## config.mk

```make
export PLATFORM = sky130hd
export DESIGN_NAME = seq_ctrl
export DESIGN_NICKNAME = d
export VERILOG_FILES = /design/src/rtl/td4_pkg.sv /design/src/rtl/inst_decode.sv /design/src/rtl/seq_ctrl.sv
export SDC_FILE = /design/constraint.sdc
export NUM_CORES = 1
export LEC_CHECK = 0
export CORE_MARGIN = 1
export CORE_UTILIZATION = 32
export CTS_CLUSTER_SIZE = 30
export DETAILED_ROUTE_END_ITERATION = 10
export PLACE_DENSITY = 0.77
export SLEW_MARGIN = 20
export SYNTH_ARGS = -nofsm -noshare
export SYNTH_HDL_FRONTEND = slang
export SYNTH_SLANG_ARGS = --single-unit
```

## constraint.sdc

```tcl
create_clock -name clk -period 2 [get_ports clk]
set_clock_uncertainty 0.05 [all_clocks]
set_input_delay 0.6 -clock clk [delete_from_list [all_inputs] [get_ports clk]]
set_output_delay 0.6 -clock clk [all_outputs]
set_load 0.05 [all_outputs]
```

## src/rtl/td4_pkg.sv

```systemverilog
// rtl/td4_pkg.sv - shared opcodes, sequencer states and ALU source codes
package td4_pkg;

   localparam logic [3:0] OP_ADD_A  = 4'b0000;
   localparam logic [3:0] OP_MOV_AB = 4'b0001;
   localparam logic [3:0] OP_IN_A   = 4'b0010;
   localparam logic [3:0] OP_MOV_A  = 4'b0011;
   localparam logic [3:0] OP_MOV_BA = 4'b0100;
   localparam logic [3:0] OP_ADD_B  = 4'b0101;
   localparam logic [3:0] OP_IN_B   = 4'b0110;
   localparam logic [3:0] OP_MOV_B  = 4'b0111;
   localparam logic [3:0] OP_OUT_B  = 4'b1001;
   localparam logic [3:0] OP_OUT_IM = 4'b1011;
   localparam logic [3:0] OP_JNC    = 4'b1110;
   localparam logic [3:0] OP_JMP    = 4'b1111;

   typedef enum logic [1:0] {
      ST_HALT = 2'd0,
      ST_RUN  = 2'd1,
      ST_STEP = 2'd2
   } state_t;

   localparam logic [1:0] SRC_A    = 2'd0;
   localparam logic [1:0] SRC_B    = 2'd1;
   localparam logic [1:0] SRC_IN   = 2'd2;
   localparam logic [1:0] SRC_ZERO = 2'd3;

endpackage

```

## src/rtl/inst_decode.sv

```systemverilog
// rtl/inst_decode.sv - combinational opcode decode for the 4-bit datapath
module inst_decode
   import td4_pkg::*;
(
   input  logic [3:0] op,
   input  logic       cflag,
   output logic       we_a,
   output logic       we_b,
   output logic       we_out,
   output logic [1:0] src_sel,
   output logic       jump_taken,
   output logic       illegal_op
);

   // Opcode to enables/source/jump; undefined opcodes behave as NOPs
   always_comb begin
      we_a       = 1'b0;
      we_b       = 1'b0;
      we_out     = 1'b0;
      src_sel    = SRC_ZERO;
      jump_taken = 1'b0;
      illegal_op = 1'b0;
      case (op)
         OP_ADD_A:  begin src_sel = SRC_A;    we_a   = 1'b1; end
         OP_ADD_B:  begin src_sel = SRC_B;    we_b   = 1'b1; end
         OP_MOV_A:  begin src_sel = SRC_ZERO; we_a   = 1'b1; end
         OP_MOV_B:  begin src_sel = SRC_ZERO; we_b   = 1'b1; end
         OP_MOV_AB: begin src_sel = SRC_B;    we_a   = 1'b1; end
         OP_MOV_BA: begin src_sel = SRC_A;    we_b   = 1'b1; end
         OP_IN_A:   begin src_sel = SRC_IN;   we_a   = 1'b1; end
         OP_IN_B:   begin src_sel = SRC_IN;   we_b   = 1'b1; end
         OP_OUT_B:  begin src_sel = SRC_B;    we_out = 1'b1; end
         OP_OUT_IM: begin src_sel = SRC_ZERO; we_out = 1'b1; end
         OP_JMP:    jump_taken = 1'b1;
         OP_JNC:    jump_taken = ~cflag;
         default:   illegal_op = 1'b1;
      endcase
   end

endmodule

```

## src/rtl/seq_ctrl.sv

```systemverilog
// rtl/seq_ctrl.sv - run/halt/step sequencer and next-address control
module seq_ctrl
   import td4_pkg::*;
(
   input  logic       clk,
   input  logic       rst,
   input  logic       run,
   input  logic       step,
   input  logic       halt_req,
   input  logic [7:0] inst,
   input  logic [3:0] pc,
   input  logic       carry_in,
   output logic       isjump,
   output logic [3:0] jumpadrs,
   output logic       we_a,
   output logic       we_b,
   output logic       we_out,
   output logic [1:0] src_sel,
   output logic       cflag,
   output logic       halted,
   output logic       done,
   output logic       illegal
);

   state_t     state;
   state_t     state_next;
   logic       exec;
   logic       self_jump;
   logic       dec_we_a;
   logic       dec_we_b;
   logic       dec_we_out;
   logic [1:0] dec_src_sel;
   logic       jump_taken;
   logic       illegal_op;

   inst_decode u_decode (
      .op         (inst[7:4]),
      .cflag      (cflag),
      .we_a       (dec_we_a),
      .we_b       (dec_we_b),
      .we_out     (dec_we_out),
      .src_sel    (dec_src_sel),
      .jump_taken (jump_taken),
      .illegal_op (illegal_op)
   );

   // State register; reset lands in HALT and drops any instruction in flight
   always_ff @(posedge clk) begin
      if (!rst) begin
         state <= ST_HALT;
      end else begin
         state <= state_next;
      end
   end

   // Next state plus output mux; when not executing the PC reloads itself
   always_comb begin
      state_next = state;
      exec       = (state == ST_RUN) || (state == ST_STEP);
      self_jump  = exec && jump_taken && (inst[3:0] == pc);
      isjump     = 1'b1;
      jumpadrs   = pc;
      we_a       = 1'b0;
      we_b       = 1'b0;
      we_out     = 1'b0;
      src_sel    = SRC_ZERO;
      halted     = (state == ST_HALT);
      case (state)
         ST_HALT: begin
            if (run) begin
               state_next = ST_RUN;
            end else if (step) begin
               state_next = ST_STEP;
            end
         end
         ST_RUN: begin
            if (self_jump || halt_req) begin
               state_next = ST_HALT;
            end
         end
         default: state_next = ST_HALT;
      endcase
      if (exec) begin
         isjump   = jump_taken;
         jumpadrs = inst[3:0];
         we_a     = dec_we_a;
         we_b     = dec_we_b;
         we_out   = dec_we_out;
         src_sel  = dec_src_sel;
      end
   end

   // Carry and sticky flags update only when an instruction retires
   always_ff @(posedge clk) begin
      if (!rst) begin
         cflag   <= 1'b0;
         done    <= 1'b0;
         illegal <= 1'b0;
      end else begin
         if (exec) begin
            cflag <= carry_in;
         end
         if (self_jump) begin
            done <= 1'b1;
         end else if ((state == ST_HALT) && (state_next != ST_HALT)) begin
            done <= 1'b0;
         end
         if (exec && illegal_op) begin
            illegal <= 1'b1;
         end
      end
   end

endmodule

```

### After elaboration in Yosys (flattened, before gate mapping)

Index checks and enable logic that the tools add are counted.

* logic and storage cells: 54
* output and inout bits: 14
* flip-flop bits (word level): 5

* equal/unequal tests: 14
* multiplexer cells: 18
* reduce and logical (&&, ||, !) cells: 17
* bitwise operators: 1

Operator list (number)
* 4-bit by 3-bit equality test with 1-bit output, second input constant: 4
* 4-bit equality test, second input constant: 4
* 12-bit OR reduction: 1
* 1-bit two-way mux: 10
* 4-bit by 2-bit equality test with 1-bit output, second input constant: 2
* 2-bit two-way mux: 4
* 4-bit OR reduction: 2
* 2-bit case mux with 3 select lines: 1
* 2-bit OR reduction: 3
* 4-bit by 1-bit equality test with 1-bit output, second input constant: 1
* 4-bit equality test: 1
* 1-bit logical AND: 4
* 4-bit logical NOT: 1
* 4-bit two-way mux: 1
* 2-bit case mux with 2 select lines: 1
* 2-bit nonzero test: 2
* 3-bit OR reduction: 1
* 2-bit by 1-bit equality test with 1-bit output, second input constant: 1
* 2-bit equality test, second input constant: 1
* 2-bit logical NOT: 1
* 1-bit logical OR: 2
* 1-bit case mux with 2 select lines: 1
* 1-bit inverter: 1

### Depth between registers and ports, before layout

Gate-level depths: netlist of the first run.

* word-level depth: 11
* depth in mapped cells: 6

### By module

Synthesis of the first run repeated with hierarchy kept, for this count alone.

* cell total of the unflattened synthesis: 56
* area, all modules: 483.0 um^2

By module, submodules not included
* seq_ctrl: cells each 45, area each 410.4 um^2, times used 1
* inst_decode: cells each 11, area each 72.6 um^2, times used 1

### Least setup slack after synthesis of the first run

Ideal clock, no wire load.

* kind: register to output
* from: register state[0]
* to: output port we_a
* data arrival time: 2113 ps
* stages on the path, launching flop included: 5
* path buffers: 1
* slack: -763 ps
* path through: dfxtp_1 > inv_1 > ha_1 > buf_2 > nor3b_1

* longest elaborated chain between the ends: 3
* elaborated cells on any way between the ends: 4

Ends and longest elaborated chain
* start, declared: RTL line seq_ctrl.sv:25 `state_t state;`
* start signal, assigned: RTL line seq_ctrl.sv:52 `state <= state_next;`
* 2-bit by 1-bit equality test with 1-bit output or 2-bit equality test (tied branches): RTL line seq_ctrl.sv:59 `exec = (state == ST_RUN) || (state == ST_STEP);`
* 1-bit logical OR (*): RTL line seq_ctrl.sv:59
* net exec: RTL line seq_ctrl.sv:27 `logic exec;`
* 1-bit two-way mux (*): RTL line seq_ctrl.sv:83 `if (exec) begin`
* end, declared: RTL line seq_ctrl.sv:15 `output logic we_a,`

The timed path passes the listed nets; every way through them passes the cells marked *.

### Worst setup path after layout of the first run

* from: register state[1]
* to: output port we_a

Same word-level chain as after synthesis.

==> flow_summary_export.csv, run 1 <==
group,metric,value,unit
pwr,ir_drop,0.4467,mV
yosys,syn-num-nets,72,
yosys,synth_area,422.9,um2
critical_path,crit_chain,"inv_2 -> ha_4 -> buf_12 -> nor3b_4 -> buf_12",
sta,tightest_slew,0.2969,ns
clocking,cts_buffers,3,
grt,grt_pass1_vias,724,
sta,grt_setup_unrepaired,"yes",
critical_path,worstPathRequired,1.35,ns
critical_path,cp_max_fo,6,
critical_path,cpMostUsedCell,"buf_12",
routing,routed_wl,2328,um
yosys,syn-instance-count,52,
sta,fin_crit_sh,108.3,%
sta,slew_violations,0,
critical_path,critPathBufInv,3,
sta,setup_ws,-0.1651,ns
clocking,clkLatencyLatePin,0.28,ns
finish,num_antenna_cells,0,
sta,fmax,461.9,MHz
place,dp.cells,115,
sta,hold-worst-slack,0.4929,ns
critical_path,setup.worst_path.class,"register to output pin",
routing,detail_route.wl_per_cell,19.40,um
routing,drtPass1Iterations,4,
clocking,h-tree-depth,1,
routing,viasPerCell,5.583,
grt,overflow,0,
job,cap_violations,0,
yosys,yosysMostFrequentCell,"nand2_1",
place,place_congestion,0.7165,
grt,grt_pass1_wl,3484,um
yosys,synth.distinct_cells,25,
floorplan,die_y,38.36,um
hold_path,hp-class,"register to register",
routing,via_count,670,
sta,setup_viol,10,
grt,grt_use_total,38.43,%
place,place_hpwl,1334,um
floorplan,coreArea,1171,um2
finish,fin_nets,127,
yosys,synth-edff-count,0,
pwr,p_leak,0.4986,nW
yosys,yosys.area.top_type,"dfxtp_1",
critical_path,worst_setup_path_end_kind,"output pin",
clocking,cts_buffer_depth,2,
sta,hold_violations,0,
yosys,synthTopCellsByCount,"nand2_1, dfxtp_1, inv_1, mux2_2, xnor2_1",
floorplan,ios,32,
yosys,ys_dominant_reg_cell,"dfxtp_1",
critical_path,slowest_stage,"dfxtp_2",
pwr,p_per_area,569.8,nW/um2
routing,antenna_left,0,
critical_path,rrSetupSlack,0.24,ns
clocking,cts.sinks,5,
critical_path,path_delay_family,"flip-flops",
floorplan,num_rows,12,
critical_path,max_stage_delay,0.35,ns
clocking,clk_pin_slew,0.06,ns
floorplan,die_w,38.36,um
critical_path,cp-start-kind,"register",
run_status,run_status,"complete, but fails checks",
run_status,violations,"setup timing",
yosys,yosysSeqAreaShare,23.67,%
finish,area_growth,158.3,%
yosys,synth_top_area_share,23.67,%
floorplan,dieArea,1471,um2
yosys,avgSynthCellArea,8.133,um2
yosys,async_reset_ff_share,0,%
pwr,p_total,0.6224,mW
finish,fin_cells,120,
sta,slew_headroom,79.95,%
sta,setup_tns,-1.249,ns
yosys,synth_warnings,0,
grt,grt_start_max_net_pins,7,
place,port_buffers,31,
critical_path,arrival,1.52,ns
clocking,cts_tree,"yes",
sta,period_needed,2.165,ns
yosys,synth_seq_cells,5,
routing,drcViolationCount,0,
yosys,synth.area.top_cells,"dfxtp_1, mux2_2, xnor2_1",
clocking,cts_root_buf,"clkbuf_4",
floorplan,initial_core_util,36.11,%
grt,antenna_found_initial,0,
finish,drive_above_1_share,52.83,%
routing,first_iter_violations,33,
[state kept, by name (all words and copies together) (netlist names)]
signal	cells
cflag	1
done	1
illegal	1
state	2
[final timing paths]
path / endpoint / from / cells after the start
setup / recovery: we_a / state[1]$_SDFF_PN0_ / 5
hold / removal: illegal$_SDFFE_PN0P_ / illegal$_SDFFE_PN0P_ / 2
setup reg to reg: state[1]$_SDFF_PN0_ / state[1]$_SDFF_PN0_ / 7
hold reg to reg: illegal$_SDFFE_PN0P_ / illegal$_SDFFE_PN0P_ / 2
[where the power goes]
group,switching [mW],internal [mW],total [mW]
registers,0.00669,0.106,0.113
clock network,0.0611,0.0736,0.135
logic,0.184,0.191,0.375
total,0.252,0.371,0.622
[stage by stage]
step	instance area (um2)	utilization, %	setup WS [ns]
floorplan	437.9	-	-0.09680
global placement	1018	86.97	-0.2418
detailed placement	1018	86.97	-0.2829
CTS	1092	93.27	-0.1456
global route	1092	93.27	-0.1865
finish	1092	93.27	-0.1651
[metal layers]
metal  track usage, %  vias up  wire length, um  share of wire [%]
li1                 -      289                -                  -
met1            31.82      308              763                 33
met2            67.37       53             1165                 50
met3            13.95       20              175                7.5
met4            38.79        0              223                9.6
met5                0        -                0                  0
[repair_timing]
item                       4_1_cts  5_1_grt
buffers inserted                 1        0
gates resized for setup         29        0
hold buffers                     0        0
setup endpoints to repair       10       10
pin swaps                        3        0
[area by class of cell]
class | instances | area (um2)
clock buffers | 3 | 22.52
inverters | 5 | 18.77
repair buffers | 51 | 563.0
flip-flops and latches | 5 | 102.6
fillers | 45 | 78.83
clock inverters | 1 | 5.005
well taps | 14 | 17.52
multi-input cells | 41 | 362.8
[kinds of logic (layout without fill, tap and decap cells)]
family                   count (synthesis)  in the layout  share of synthesized area (%)
flip-flops                               5              5                          23.67
multiplexers                             5              5                          13.02
AO/OA/AOI/OAI                            9              9                          18.64
adder cells (fa/ha/maj)                  2              2                          5.916
buffers and inverters                    6             60                          5.621
AND/OR/NAND/NOR                         21             21                          24.86
XOR/XNOR                                 4              4                          8.283
[cells in the final DEF, fill, tap and decap left out, types with 2 or more instances in the layout]
cell,count
inv_2,2
dfxtp_1,3
clkdlybuf4s15_1,2
nand2_1,6
buf_12,12
xnor2_1,4
dlygate4sd2_1,10
inv_1,3
mux2_4,4
nand2_2,3
nor2b_1,2
buf_4,22
clkbuf_4,3
clkdlybuf4s50_1,5
dfxtp_2,2
nor2_1,2
o21ai_0,2
[tightest hold or removal path: cells and delay by family (launching register included)]
family / cells / cell delay [ns]
compound gates: 1 / 0.06
flops: 1 / 0.34
simple gates: 1 / 0.10
Note: power is estimated with default switching activity, not from simulation.
==> run 2: changes to the inputs <==
- CTS_CLUSTER_DIAMETER: default -> 120
==> results of run 2 <==
Final layout, timing and power as in run 1 (identical DEF).
==> run 3: changes to the inputs <==
- CAP_MARGIN: default -> 0
==> results of run 3 <==
Final layout, timing and power as in run 1 (identical DEF).
